===== src/rtl/uart_pkg.sv =====
// Shared UART constants and the transmit state encoding, common to the TX and RX sides.
package uart_pkg;
  localparam int UART_DATA_BITS    = 8;
  localparam int UART_CLKS_PER_BIT = 1302;  // 12.5 MHz sysclk / 9600 baud

  typedef enum logic [1:0] {
    IDLE,
    START,
    DATA,
    STOP
  } uart_tx_state_t;
endpackage


===== src/rtl/uart_tx_fifo.sv =====
// Single-clock byte FIFO; the pop data is the combinational head entry, and push/pop take effect on the clock edge.
// Full and empty come from the occupancy count, so pointers can wrap naturally; a push when full or a pop when empty is ignored.
module uart_tx_fifo #(
  parameter  int DEPTH = 32,
  parameter  int WIDTH = 8,
  localparam int AW    = $clog2(DEPTH),
  localparam int CW    = $clog2(DEPTH + 1)
) (
  input  logic             sysclk,
  input  logic             rst_n,
  input  logic             i_push,
  input  logic [WIDTH-1:0] i_push_dat,
  input  logic             i_pop,
  output logic [WIDTH-1:0] o_pop_dat,
  output logic             o_full,
  output logic             o_empty,
  output logic [CW-1:0]    o_count
);
  logic [WIDTH-1:0] r_mem [DEPTH];
  logic [AW-1:0]    r_wr_ptr;
  logic [AW-1:0]    r_rd_ptr;
  logic [CW-1:0]    r_count;
  logic             w_push;
  logic             w_pop;

  assign o_full    = (r_count == CW'(DEPTH));
  assign o_empty   = (r_count == '0);
  assign o_count   = r_count;
  assign o_pop_dat = r_mem[r_rd_ptr];
  assign w_push    = i_push && !o_full;
  assign w_pop     = i_pop && !o_empty;

  // Storage is left unreset; clearing the pointers and count discards the contents.
  always_ff @(posedge sysclk) begin
    if (w_push) r_mem[r_wr_ptr] <= i_push_dat;
  end

  always_ff @(posedge sysclk or negedge rst_n) begin
    if (!rst_n) begin
      r_wr_ptr <= '0;
      r_rd_ptr <= '0;
      r_count  <= '0;
    end else begin
      if (w_push) r_wr_ptr <= r_wr_ptr + 1'b1;
      if (w_pop)  r_rd_ptr <= r_rd_ptr + 1'b1;
      case ({w_push, w_pop})
        2'b10:   r_count <= r_count + 1'b1;
        2'b01:   r_count <= r_count - 1'b1;
        default: r_count <= r_count;
      endcase
    end
  end
endmodule


===== src/rtl/uart_tx_buffered.sv =====
// Buffered 8N1 UART transmitter: the first start bit begins one cycle after a push into an idle, empty FIFO, and queued frames follow with no idle gap.
// Backpressure: tx_ready is low only while the FIFO is full.
module uart_tx_buffered
  import uart_pkg::*;
#(
  parameter  int CLKS_PER_BIT = UART_CLKS_PER_BIT,
  parameter  int FIFO_DEPTH   = 32,
  localparam int CNT_W        = $clog2(FIFO_DEPTH + 1)
) (
  input  logic                      sysclk,
  input  logic                      rst_n,
  input  logic [UART_DATA_BITS-1:0] tx_data,
  input  logic                      tx_valid,
  output logic                      tx_ready,
  output logic                      uart_rxd_out,
  output logic                      tx_busy,
  output logic [CNT_W-1:0]          fifo_count
);
  localparam int                BAUD_W    = $clog2(CLKS_PER_BIT);
  localparam logic [BAUD_W-1:0] BAUD_LAST = BAUD_W'(CLKS_PER_BIT - 1);

  uart_tx_state_t            r_state;
  uart_tx_state_t            w_state_nxt;
  logic [BAUD_W-1:0]         r_baud;
  logic [BAUD_W-1:0]         w_baud_nxt;
  logic [2:0]                r_idx;
  logic [2:0]                w_idx_nxt;
  logic [UART_DATA_BITS-1:0] r_shift;
  logic [UART_DATA_BITS-1:0] w_shift_nxt;
  logic                      r_line;
  logic                      w_line_nxt;

  logic                      w_push;
  logic                      w_pop;
  logic                      w_full;
  logic                      w_empty;
  logic                      w_baud_end;
  logic [UART_DATA_BITS-1:0] w_head;

  assign w_push       = tx_valid && tx_ready;
  assign w_baud_end   = (r_baud == BAUD_LAST);
  assign tx_ready     = !w_full;
  assign tx_busy      = (r_state != IDLE) || !w_empty;
  assign uart_rxd_out = r_line;

  uart_tx_fifo #(
    .DEPTH (FIFO_DEPTH),
    .WIDTH (UART_DATA_BITS)
  ) u_fifo (
    .sysclk     (sysclk),
    .rst_n      (rst_n),
    .i_push     (w_push),
    .i_push_dat (tx_data),
    .i_pop      (w_pop),
    .o_pop_dat  (w_head),
    .o_full     (w_full),
    .o_empty    (w_empty),
    .o_count    (fifo_count)
  );

  always_ff @(posedge sysclk or negedge rst_n) begin
    if (!rst_n) begin
      r_state <= IDLE;
      r_baud  <= '0;
      r_idx   <= '0;
      r_shift <= '0;
      r_line  <= 1'b1;
    end else begin
      r_state <= w_state_nxt;
      r_baud  <= w_baud_nxt;
      r_idx   <= w_idx_nxt;
      r_shift <= w_shift_nxt;
      r_line  <= w_line_nxt;
    end
  end

  // The line is registered, so each state decides the level for the next bit one edge ahead.
  always_comb begin
    w_state_nxt = r_state;
    w_baud_nxt  = r_baud;
    w_idx_nxt   = r_idx;
    w_shift_nxt = r_shift;
    w_line_nxt  = r_line;
    w_pop       = 1'b0;
    unique case (r_state)
      IDLE: begin
        if (!w_empty) begin
          w_pop       = 1'b1;
          w_shift_nxt = w_head;
          w_line_nxt  = 1'b0;
          w_baud_nxt  = '0;
          w_state_nxt = START;
        end
      end
      START: begin
        if (w_baud_end) begin
          w_baud_nxt  = '0;
          w_idx_nxt   = '0;
          w_line_nxt  = r_shift[0];
          w_state_nxt = DATA;
        end else begin
          w_baud_nxt = r_baud + 1'b1;
        end
      end
      DATA: begin
        if (w_baud_end) begin
          w_baud_nxt = '0;
          if (r_idx == 3'd7) begin
            w_line_nxt  = 1'b1;
            w_state_nxt = STOP;
          end else begin
            w_idx_nxt   = r_idx + 1'b1;
            w_shift_nxt = r_shift >> 1;
            w_line_nxt  = r_shift[1];
          end
        end else begin
          w_baud_nxt = r_baud + 1'b1;
        end
      end
      STOP: begin
        if (w_baud_end) begin
          w_baud_nxt = '0;
          if (!w_empty) begin
            w_pop       = 1'b1;
            w_shift_nxt = w_head;
            w_line_nxt  = 1'b0;
            w_state_nxt = START;
          end else begin
            w_state_nxt = IDLE;
          end
        end else begin
          w_baud_nxt = r_baud + 1'b1;
        end
      end
      default: w_state_nxt = IDLE;
    endcase
  end
endmodule


===== config.mk =====
export PLATFORM = sky130hd
export DESIGN_NAME = uart_tx_buffered
export DESIGN_NICKNAME = d
export VERILOG_FILES = /design/src/rtl/uart_pkg.sv /design/src/rtl/uart_tx_fifo.sv /design/src/rtl/uart_tx_buffered.sv
export SDC_FILE = /design/constraint.sdc
export NUM_CORES = 1
export LEC_CHECK = 0
export ABC_AREA = 1
export CORE_ASPECT_RATIO = 1.4
export CORE_MARGIN = 1
export CORE_UTILIZATION = 59
export CTS_BUF_LIST = sky130_fd_sc_hd__clkbuf_8
export DETAILED_ROUTE_END_ITERATION = 8
export PLACE_DENSITY = 0.8
export SYNTH_ARGS = -nofsm -noshare
export SYNTH_HDL_FRONTEND = slang
export SYNTH_SLANG_ARGS = --single-unit

===== constraint.sdc =====
create_clock -name sysclk -period 2.6 [get_ports sysclk]
set_input_delay 0.52 -clock sysclk [delete_from_list [all_inputs] [get_ports sysclk]]
set_output_delay 0.52 -clock sysclk [all_outputs]
set_load 0.005 [all_outputs]

==> flow_summary.ini <==
[outcome]
status = finished clean

[min_path]
hp-class = in2async

[cts]
htreeDepth = 2
insertion_delay_ps = 560
path_clk_slew_ps = 60
cts_sinks = 297
clk_path_buf_depth = 3
cts-root-buf = clkbuf_8
cts_buffers = 44
cts_tree = yes

[global_routing]
grt_pass1_vias = 9169
grt_overflow = 0
grt_antenna_before_repair = 0
grtUsageTotal_pct = 26.5
grt_max_degree = 107
grt_pass1_wl_um = 45800

[timing]
slew-limit-headroom_pct = 54.9
fmax_mhz = 416
hold_viol_final = 0
min_period_ps = 2400
worst_pin_slew_ps = 676
rsz0062_at_grt = no
setup_viol = 0
setup_tns_ps = 0
fin_crit_sh_pct = 92.4
drv_slew = 0
fin_skew_ps = 24.7

[drt]
drcViolationCount = 0
ant_nets = 0
wl_per_cell_um = 16.8
wl_um = 29300
via_count = 9306
drtPass1Iterations = 5
initialDrtViolationCount = 844
via_per_inst = 5.31

[yosys]
synth_mux_area_share_pct = 0
synthArstFlopShare_pct = 13.8
syn_area_um2 = 13300
synth.distinct_cells = 34
ys_ff_latch = 297
synth-simple-area-share_pct = 23.1
ys_warn_count = 0
synthCells = 1339
synth_area_per_cell_um2 = 9.92
synth_edf_count = 256
seq_area_frac_synth_pct = 65.6
synth_adder_area_share_pct = 2.03
ys.flop_type = edfxtp_1
synth-xor-area-share_pct = 0.923
synth_top_family_by_area = simple AND/OR/NAND/NOR gates
synth_nets = 1371
synth_compound_area_share_pct = 1.88

[setup_path]
slowest_stage = clkdlybuf4s50_1
endpoint_kind = output pin
crit_type = reg2out
cpPeakStageDelay_ps = 500
worstPathCellList = inv_1 > ha_1 > nand3_2 > clkdlybuf4s50_1
arrival_ps = 1880
worst_ep_required_time_ps = 2080
critPathLaunchType = register
r2r_cells = 14
crit_fanout = 3

[power_and_ir_drop]
p_leak_uw = 0.00645
total_power_uw = 10300
p_per_area_nw_per_um2 = 685
irDropWorstVdd_uv = 361

[layout]
fin_nets = 1452
fin_util_pct = 68.3
drive_above_1_share_pct = 10.1
num_antenna_cells = 0
area_growth_pct = 12.8

[placed_design]
hpwl_um = 18600
portBuffers = 19
finalWeightedCongestion = 0.934

[die]
placementRows = 64
core_um2 = 21900
die-area_um2 = 23100
dieWidth_um = 129
initial_utilization_pct = 60.6
pin_count = 20
die_h_um = 180

[job]
cap_violations = 0
==> flip-flops by register name, summed over array words and instances (netlist names) <==
name,count
u_fifo.r_mem,256
u_fifo.o_count,6
uart_rxd_out,1
r_idx,3
r_baud,11
r_state,2
u_fifo.r_rd_ptr,5
r_shift,8
u_fifo.r_wr_ptr,5
==> power breakdown <==
group	switching [uW]	leakage, uW	internal, uW
logic	712	0.00316	409
clock network	1720	0.000474	1800
registers	136	0.00282	5500
total	2570	0.00645	7710
==> worst max-delay path, delay by kind of cell, from the launching register on <==
kind	cells	cell delay, ps
AND/OR/NAND/NOR	1	110
flip-flops	1	390
buffers and inverters	2	600
adder cells (fa/ha/maj)	1	230
==> area by class of cell <==
| cell class | count | area [um^2] |
|---|---|---|
| clock inverters | 36 | 211 |
| inverters | 163 | 613 |
| repair buffers | 87 | 733 |
| flip-flops and latches | 297 | 8720 |
| well taps | 297 | 372 |
| clock buffers | 44 | 606 |
| multi-input cells | 827 | 3730 |
| fillers | 1653 | 6950 |
==> routing by layer <==
metal	share of wire [%]	vias up	track usage (%)	wire [um]
met3	4.5	106	3.54	1320
met1	37	4356	29.5	10800
met5	0	-	0	0
li1	-	4536	-	-
met2	52	308	46.5	15200
met4	6.7	0	17.9	1960
==> placed cells by master, fill, tap and decap left out, drive strengths merged <==
cell,n
nor3,4
nand3,181
dfstp,1
buf,69
o21a,1
a31oi,1
clkbuf,44
nand2,469
clkinvlp,1
nor2,87
o22ai,1
dfrtp,40
fa,1
nor4,1
bufinv,2
nand4,1
o21ai,14
clkdlybuf4s50,18
xnor2,2
edfxtp,256
o21bai,1
or2,1
clkinv,22
ha,20
a21boi,1
inv,174
a21oi,29
xor2,12
==> synth_stat cells, drive strengths merged (2+ instances only) <==
master / n / area (um^2)
nand2: 469 / 1760
edfxtp: 256 / 7690
nand3: 181 / 923
inv: 159 / 597
nor2: 87 / 337
buf: 42 / 211
dfrtp: 40 / 1000
a21oi: 29 / 145
ha: 20 / 250
o21ai: 14 / 70.1
xor2: 12 / 105
clkbuf: 10 / 37.5
clkinv: 4 / 15.0
nor3: 4 / 20.0
xnor2: 2 / 17.5
==> cells by family (layout without fill, tap and decap cells) <==
group | Yosys count | count (layout)
simple gates | 744 | 744
flops | 297 | 297
buf+inv | 215 | 330
compound gates | 48 | 48
fa+ha+maj | 21 | 21
xor+xnor | 14 | 14
==> through the flow <==
step	hold slack (ps)	cells	instance area (um^2)	setup slack [ps]
global placement	466	1670	14100	7.24
detailed placement	466	1670	14100	-51.4
finish	6.90	1751	15000	197
global route	48.5	1751	15000	2.29
CTS	8.47	1750	15000	15.6
floorplan	224	1339	13300	45.7
==> final timing paths <==
kind	end	slack, ps	from
setup reg to reg	u_fifo.o_count[4]	200	r_state[0]
hold reg to reg	r_idx[1]	480	r_idx[1]
max in group asynchronous	r_shift[3]	1920	rst_n
min in group sysclk	r_idx[1]	480	r_idx[1]
hold / removal	r_baud[1]	7	rst_n
setup / recovery	tx_busy	200	r_state[0]
==> timing repair <==
| item | 4_1_cts | 5_1_grt |
|---|---|---|
| gates resized for setup | 2 | 5 |
| setup endpoints to repair | 1 | 4 |
| pin swaps | 0 | 2 |
| buffers inserted | 0 | 1 |
| hold buffers | 0 | 0 |
No activity file was read; power rests on OpenSTA's default activity.
